<file path="config.mk">
export PLATFORM = sky130hd
export DESIGN_NAME = i2c_reg_sequencer
export DESIGN_NICKNAME = d
export VERILOG_FILES = /design/src/rtl/i2c_pkg.sv /design/src/rtl/i2c_reg_sequencer.sv
export SDC_FILE = /design/constraint.sdc
export NUM_CORES = 1
export LEC_CHECK = 0
export CORE_AREA = 2 2 76 78
export DETAILED_ROUTE_END_ITERATION = 8
export DIE_AREA = 0 0 78 80
export HOLD_SLACK_MARGIN = 0.05
export PLACE_DENSITY = 0.86
export SETUP_SLACK_MARGIN = 0.2
export SLEW_MARGIN = 20
export SYNTH_ARGS = -nofsm -noshare
export SYNTH_HDL_FRONTEND = slang
export SYNTH_SLANG_ARGS = --single-unit
</file>
<file path="constraint.sdc">
create_clock -name clk_i -period 3.4 [get_ports clk_i]
set_clock_uncertainty 0.1 [all_clocks]
set_input_delay 0.68 -clock clk_i [delete_from_list [all_inputs] [get_ports clk_i]]
set_output_delay 0.68 -clock clk_i [all_outputs]
set_load 0.01 [all_outputs]
</file>
<file path="src/rtl/i2c_pkg.sv">
// Command encodings shared with i2c_master, plus the sequencer's state,
// step index and step-table types.
package i2c_pkg;

  localparam logic [2:0] START_CMD   = 3'd0;
  localparam logic [2:0] WR_CMD      = 3'd1;
  localparam logic [2:0] RD_CMD      = 3'd2;
  localparam logic [2:0] STOP_CMD    = 3'd3;
  localparam logic [2:0] RESTART_CMD = 3'd4;

  typedef enum logic [2:0] {
    S_IDLE,
    S_ISSUE,
    S_WAIT_BUSY,
    S_WAIT_DONE,
    S_WAIT_RDY,
    S_RESP
  } seq_state_e;

  typedef logic [2:0] step_t;

  // Index of the closing STOP in the write and read step lists
  localparam step_t STEP_STOP_WR = 3'd4;
  localparam step_t STEP_STOP_RD = 3'd6;

  typedef struct packed {
    logic [2:0] cmd;
    logic [7:0] din;
    logic       last;
  } step_entry_t;

  function automatic step_entry_t mk_step(input logic [2:0] cmd, input logic [7:0] din,
                                          input logic last);
    step_entry_t e;
    e.cmd  = cmd;
    e.din  = din;
    e.last = last;
    return e;
  endfunction

  // Write: START, WR{dev,0}, WR reg, WR wdata, STOP
  // Read:  START, WR{dev,0}, WR reg, RESTART, WR{dev,1}, RD(nack last), STOP
  function automatic step_entry_t step_lookup(input logic rnw, input step_t step,
                                              input logic [6:0] dev, input logic [7:0] regb,
                                              input logic [7:0] wdata);
    step_entry_t e;
    e = mk_step(STOP_CMD, 8'h00, 1'b1);
    case (step)
      3'd0: e = mk_step(START_CMD, 8'h00, 1'b0);
      3'd1: e = mk_step(WR_CMD, {dev, 1'b0}, 1'b0);
      3'd2: e = mk_step(WR_CMD, regb, 1'b0);
      3'd3: e = rnw ? mk_step(RESTART_CMD, 8'h00, 1'b0) : mk_step(WR_CMD, wdata, 1'b0);
      3'd4: if (rnw) e = mk_step(WR_CMD, {dev, 1'b1}, 1'b0);
      3'd5: if (rnw) e = mk_step(RD_CMD, 8'h01, 1'b0);
      default: e = mk_step(STOP_CMD, 8'h00, 1'b1);
    endcase
    return e;
  endfunction

endpackage

</file>
<file path="src/rtl/i2c_reg_sequencer.sv">
// Front end for i2c_master: expands one register read/write request into the
// START/WR/RESTART/RD/STOP command stream and returns rdata plus a NACK flag.
module i2c_reg_sequencer
  import i2c_pkg::*;
(
  input  logic       clk_i,
  input  logic       rst_ni,
  input  logic       req_valid_i,
  output logic       req_ready_o,
  input  logic       req_rnw_i,
  input  logic [6:0] req_dev_i,
  input  logic [7:0] req_reg_i,
  input  logic [7:0] req_wdata_i,
  output logic       rsp_valid_o,
  output logic [7:0] rsp_rdata_o,
  output logic       rsp_nack_o,
  output logic [2:0] cmd_o,
  output logic [7:0] din_o,
  output logic       wr_i2c_o,
  input  logic       m_ready_i,
  input  logic       m_done_tick_i,
  input  logic       m_ack_i,
  input  logic [7:0] m_dout_i
);

  seq_state_e  state_q;
  step_t       step_q;
  step_t       step_d;
  logic        rnw_q;
  logic [6:0]  dev_q;
  logic [7:0]  reg_q;
  logic [7:0]  wdata_q;
  logic [7:0]  rd_q;
  logic        nack_q;
  logic        req_ready_q;
  logic        rsp_valid_q;
  logic [7:0]  rsp_rdata_q;
  logic        rsp_nack_q;
  logic [2:0]  cmd_q;
  logic [7:0]  din_q;
  logic        wr_i2c_q;

  step_entry_t ent;
  logic        ent_xfer;

  assign ent      = step_lookup(rnw_q, step_q, dev_q, reg_q, wdata_q);
  assign ent_xfer = (ent.cmd == WR_CMD) || (ent.cmd == RD_CMD);

  // Once a byte is NACKed the remaining bytes are skipped; STOP is still issued
  assign step_d = nack_q ? (rnw_q ? STEP_STOP_RD : STEP_STOP_WR) : step_q + 3'd1;

  always_ff @(posedge clk_i or negedge rst_ni) begin
    if (!rst_ni) begin
      state_q     <= S_IDLE;
      step_q      <= '0;
      rnw_q       <= 1'b0;
      dev_q       <= '0;
      reg_q       <= '0;
      wdata_q     <= '0;
      rd_q        <= '0;
      nack_q      <= 1'b0;
      req_ready_q <= 1'b1;
      rsp_valid_q <= 1'b0;
      rsp_rdata_q <= '0;
      rsp_nack_q  <= 1'b0;
      cmd_q       <= START_CMD;
      din_q       <= '0;
      wr_i2c_q    <= 1'b0;
    end else begin
      wr_i2c_q    <= 1'b0;
      rsp_valid_q <= 1'b0;
      case (state_q)
        S_IDLE: begin
          if (req_valid_i) begin
            rnw_q       <= req_rnw_i;
            dev_q       <= req_dev_i;
            reg_q       <= req_reg_i;
            wdata_q     <= req_wdata_i;
            step_q      <= '0;
            nack_q      <= 1'b0;
            req_ready_q <= 1'b0;
            state_q     <= S_ISSUE;
          end
        end
        S_ISSUE: begin
          if (m_ready_i) begin
            cmd_q    <= ent.cmd;
            din_q    <= ent.din;
            wr_i2c_q <= 1'b1;
            state_q  <= S_WAIT_BUSY;
          end
        end
        S_WAIT_BUSY: begin
          if (!m_ready_i) begin
            state_q <= ent_xfer ? S_WAIT_DONE : S_WAIT_RDY;
          end
        end
        S_WAIT_DONE: begin
          if (m_done_tick_i) begin
            if ((ent.cmd == WR_CMD) && m_ack_i) nack_q <= 1'b1;
            if (ent.cmd == RD_CMD) rd_q <= m_dout_i;
            state_q <= S_WAIT_RDY;
          end
        end
        S_WAIT_RDY: begin
          if (m_ready_i) begin
            if (ent.last) begin
              // Response fields only change here so they stay stable between pulses
              rsp_valid_q <= 1'b1;
              rsp_nack_q  <= nack_q;
              if (rnw_q && !nack_q) rsp_rdata_q <= rd_q;
              state_q <= S_RESP;
            end else begin
              step_q  <= step_d;
              state_q <= S_ISSUE;
            end
          end
        end
        S_RESP: begin
          req_ready_q <= 1'b1;
          state_q     <= S_IDLE;
        end
        default: begin
          req_ready_q <= 1'b1;
          state_q     <= S_IDLE;
        end
      endcase
    end
  end

  assign req_ready_o = req_ready_q;
  assign rsp_valid_o = rsp_valid_q;
  assign rsp_rdata_o = rsp_rdata_q;
  assign rsp_nack_o  = rsp_nack_q;
  assign cmd_o       = cmd_q;
  assign din_o       = din_q;
  assign wr_i2c_o    = wr_i2c_q;

endmodule

</file>
**After elaboration in Yosys (flattened, before gate mapping)**

Index checks and enable logic that the tools add are counted.

- Flip-flop bits (word level): 62
- Output and inout port bits: 23
- Logic and storage cells: 81

- Add/subtract/negate cells: 1
- Equality and inequality tests: 18
- Reductions and logical operators: 18
- Mux-type cells: 28
- Bitwise logic cells: 1

Operator list:

| kind | number |
|---|---|
| $pmux W12 S6 | 1 |
| $mux W3 | 11 |
| $eq A3 B2 Y1 const B | 5 |
| $pmux W3 S5 | 1 |
| $ne A2 B2 Y1 const B | 7 |
| $mux W12 | 1 |
| $reduce_and A4 Y1 | 3 |
| $mux W11 | 1 |
| $mux W10 | 1 |
| $eq A3 B1 Y1 const B | 3 |
| $eq A3 B3 Y1 const B | 3 |
| $mux W1 | 8 |
| $logic_not A3 Y1 | 2 |
| $pmux W3 S2 | 1 |
| $reduce_and A2 Y1 | 3 |
| $reduce_and A3 Y1 | 2 |
| $reduce_and A5 Y1 | 1 |
| $pmux W1 S2 | 2 |
| $reduce_bool A2 Y1 | 2 |
| $reduce_or A4 Y1 | 1 |
| $add A3 B1 Y3 const B | 1 |
| $logic_and A1 B1 Y1 | 2 |
| $mux W2 | 1 |
| $logic_not A1 Y1 | 1 |
| other kinds (2) | 2 |

**Logic depth before layout (Yosys ltp)**

- Depth in word-level cells: 7
- Mapped depth: 8
- Gate-level depth less buffers: 7

**Worst setup path before layout**

No wires, ideal clock.

- Path kind: register to register
- Start point: register step_q[0]
- End point: register step_q[2]
- Buffers on the path: 0
- Required time: 3.175 ns
- Arrival time: 1.980 ns
- Setup slack: 1.195 ns
- Setup time: 0.125 ns
- Cell stages (with the launch flop): 7
- Clock period less this slack: 2.205 ns
- Cells stage by stage: dfrtp_1 ha_1 ha_1 or3_4 a2bb2oi_2 a41oi_2 mux2_2

- Word-level cells in the longest chain between the ends: 5

Ends and longest elaborated chain:

| item | line | RTL |
|---|---|---|
| start, declared | i2c_reg_sequencer.sv:27 | `step_t step_q;` |
| start signal, assigned | i2c_reg_sequencer.sv:114 | `step_q <= step_d;` |
| $add A3 B1 Y3 | i2c_reg_sequencer.sv:50 | `assign step_d = nack_q ? (rnw_q ? STEP_STOP_RD : STEP_STOP_WR) : step_q + 3'd1;` |
| $mux W3 | i2c_reg_sequencer.sv:50 |  |
| $mux W3 | i2c_reg_sequencer.sv:107 | `if (ent.last) begin` |
| $mux W3 | i2c_reg_sequencer.sv:106 | `if (m_ready_i) begin` |
| $pmux W3 S2 | i2c_reg_sequencer.sv:72 | `case (state_q)` |

Parallel ways exist; a longest one is shown, timed or not. The select of a mux whose other input is x is not followed.
A chain may end at the register's enable or synchronous reset.

**Worst setup path in the final report**

- Start point: register step_q[0]
- End point: register rd_q[4]

- Word-level cells in the longest chain between the ends: 4

Ends and longest elaborated chain:

| item | line | RTL |
|---|---|---|
| $eq A3 B3 Y1, or another cell as far along | i2c_pkg.sv:48 | `case (step)` |
| $pmux W12 S6 * | i2c_pkg.sv:48 |  |
| $eq A3 B2 Y1 * | i2c_reg_sequencer.sv:101 | `if (ent.cmd == RD_CMD) rd_q <= m_dout_i;` |
| $reduce_and A3 Y1 (no line) * | n/a |  |
| end signal, assigned | i2c_reg_sequencer.sv:101 |  |
| end, declared | i2c_reg_sequencer.sv:33 | `logic [7:0] rd_q;` |

Every way passes the cells marked *; elsewhere a longest branch is shown, timed or not.

==> flow_summary.ini <==
[cells_and_area]
drive_above_1_share = 0.234
nFillCells = 382
fin_cells = 358
multi_input_area_um2 = 1210
diodes = 0
regArea_um2 = 1550
area_delta_synth_final_pct = 30.6
fin_nets = 325

[synth]
yosysTopAreaCellShare = 0.541
synth_nets = 258
synth_flop_cell = dfrtp_1
yosys_warnings = 0
async_reset_ff_frac = 1.00
yosysSeqAreaShare = 0.550
synth_most_common_cell = dfrtp_1
synth_cells = 214
synth_area_per_cell_um2 = 13.2
synth_edf_count = 0
synthDistinctLibCells = 47
synthesis.area_um2 = 2820
yosysTopAreaCell = dfrtp_1
synth-seq-cells = 62
synth_area_leaders = dfrtp_1 (54%), mux2_2 (10%), mux2_4 (4.3%), mux2_1 (3.2%), ha_1 (2.7%)
synth.top_cells.by_count = dfrtp_1 (61), mux2_2 (26), nor2_1 (15)

[power_and_ir_drop]
peakVddDrop_uv = 449
seqPwrFrac = 0.429
intPower_uw = 1890
swShare = 0.333
p_leak_uw = 0.00159
power_frac_comb = 0.358
powerDensity_nw_per_um2 = 766
power.share.clock = 0.214
p_sw_uw = 941

[placement]
dp_hpwl_um = 4130
placed_cells = 342
port_buffers = 60
pre_cts_slack_ns = 0.926
routabilityCongestion = 0.916

[die]
num_rows = 27
fp.dieH_um = 80
die_w_um = 78
pin_count = 61
die_area_um2 = 6240
core-area_um2 = 5410
initial_utilization = 0.522

[detailed_routing]
ant_nets = 0
vias_per_cell = 5.53
drc_errors = 0
first_iter_violations = 153
wire_per_inst_um = 16.3
wirelength_um = 5820
vias = 1978
firstDrtPassIters = 5

[setup_path]
critPathArrivalTime_ns = 2.58
endpoint_kind = flip-flop
rr_worst_depth = 7
crit_fanout = 8
cp-start-kind = flip-flop
path_class = reg2reg
cp.required_ns = 3.52

[timing]
timing.fmax_mhz = 406
finalCriticalPeriod_ns = 2.46
fin_crit_sh = 0.724
worstMarginPinSlew_ns = 0.664
rsz0062_at_grt = no
hold_violations = 0
finalSetupViolations = 0
timing.final.ws_setup_ns = 0.937
finalMaxSlewViolations = 0
fin_setup_tns_ns = 0
relSlewSlack = 0.557

[cts]
cts_root_buf = clkbuf_8
postCtsSetupBuffers = 0
cts-htree-levels = 3
ctsResizeCount = 0
clock_path_buffers = 2
numClockSinks = 62
cts_hold_buf = 0
path_clk_slew_ns = 0.07
cts_buffers = 9
clock_latency_ns = 0.34
cts_tree = done

[global_route]
grt_pass1_vias = 2043
grt_pass1_wl_um = 9810
antenna_found_initial = 0
grt_overflow_total = 0
grt_util_all_layers = 0.211
grt_max_degree = 28

[flow_run]
timing.max_cap.violations = 0

[worst_hold_path]
hold_path_class = in2async

[status]
status = completed
-- final timing paths --
check                      slack [ns]                   from                          to
min reg2reg                      0.38    rd_q[2]$_DFFE_PN0P_  rsp_rdata_o[2]$_DFFE_PN0P_
max in group asynchronous        2.23                 rst_ni     req_ready_o$_DFFE_PN1P_
min                              0.23                 rst_ni        dev_q[1]$_DFFE_PN0P_
min in group clk_i               0.38    rd_q[2]$_DFFE_PN0P_  rsp_rdata_o[2]$_DFFE_PN0P_
max                              0.94  step_q[0]$_DFFE_PN0P_         rd_q[4]$_DFFE_PN0P_
max reg2reg                      0.94  step_q[0]$_DFFE_PN0P_         rd_q[4]$_DFFE_PN0P_
-- final cells by class --
class	instances	area share
clock buffers	11	0.0356
clock inverters	5	0.0136
inverters	6	0.00611
multi-input cells	137	0.328
flip-flops and latches	62	0.421
well taps	72	0.0244
repair buffers	65	0.172
-- logic make-up after synthesis --
| family | synth area share |
|---|---|
| flip-flops | 0.550 |
| AO/OA/AOI/OAI | 0.113 |
| multiplexers | 0.182 |
| AND/OR/NAND/NOR | 0.101 |
| XOR/XNOR | 0.00310 |
| adder cells (fa/ha/maj) | 0.0266 |
| buffers and inverters | 0.0239 |
-- flip-flops by register name, indices dropped and copies added, names as in the netlist --
name         count
cmd_o            3
dev_q            7
din_o            8
nack_q           1
rd_q             8
reg_q            8
req_ready_o      1
rnw_q            1
rsp_nack_o       1
rsp_rdata_o      8
rsp_valid_o      1
state_q          3
step_q           3
wdata_q          8
wr_i2c_o         1
-- through the flow --
step / area [um^2] / hold slack, ns / power (uW) / util
2_1_floorplan: 2820 / 0.284 / 1840 / -
3_3_place_gp: 3510 / 0.360 / 2170 / 0.649
5_1_grt: 3690 / 0.264 / 3000 / 0.682
6_report: 3690 / 0.229 / 2830 / 0.682
3_5_place_dp: 3510 / 0.372 / 2220 / 0.649
4_1_cts: 3690 / 0.232 / 2850 / 0.682
-- layout by cell type, fill, tap and decap left out, types with 2 or more instances in the layout --
cell,synthesis,layout
mux2_4,8,8
o21ai_0,3,3
clkbuf_1,3,2
nor2_1,15,15
nand3_1,3,3
nor4_1,2,2
mux2_1,8,8
clkbuf_8,0,9
nor2b_1,3,3
dfrtp_1,61,61
nor2_4,2,2
clkinv_2,0,4
nand2_1,7,7
nand2b_1,4,4
a31oi_1,3,3
a31o_1,2,2
a21oi_1,14,14
a222oi_1,7,7
buf_4,2,5
ha_1,6,6
clkdlybuf4s50_1,0,59
inv_1,6,6
mux2_2,26,26
-- worst max-delay path, cell delays in order (launching register included) --
cell and delay (ns):
dfrtp_1 0.43, ha_1 0.25, ha_1 0.21, inv_1 0.06, o21ai_1 0.10, a2111oi_4 0.60
nand3b_4 0.26, mux2_4 0.35
-- per-layer routing --
metal | GRT usage | up-vias | wire, um
li1 | - | 916 | -
met1 | 0.274 | 971 | 2510
met3 | 0.0532 | 9 | 408
met5 | 0 | - | 0
met2 | 0.329 | 82 | 2810
met4 | 0.105 | 0 | 93
-- power groups by stage --
stage | registers, uW | logic (uW) | clock network (uW)
after global placement | 1210 | 962 | 0
after floorplan | 1170 | 677 | 0
after detailed placement | 1220 | 1000 | 0
after CTS | 1210 | 1020 | 614
after global routing | 1250 | 1100 | 650
final | 1210 | 1010 | 604
Power figures use the tool's default switching activity.
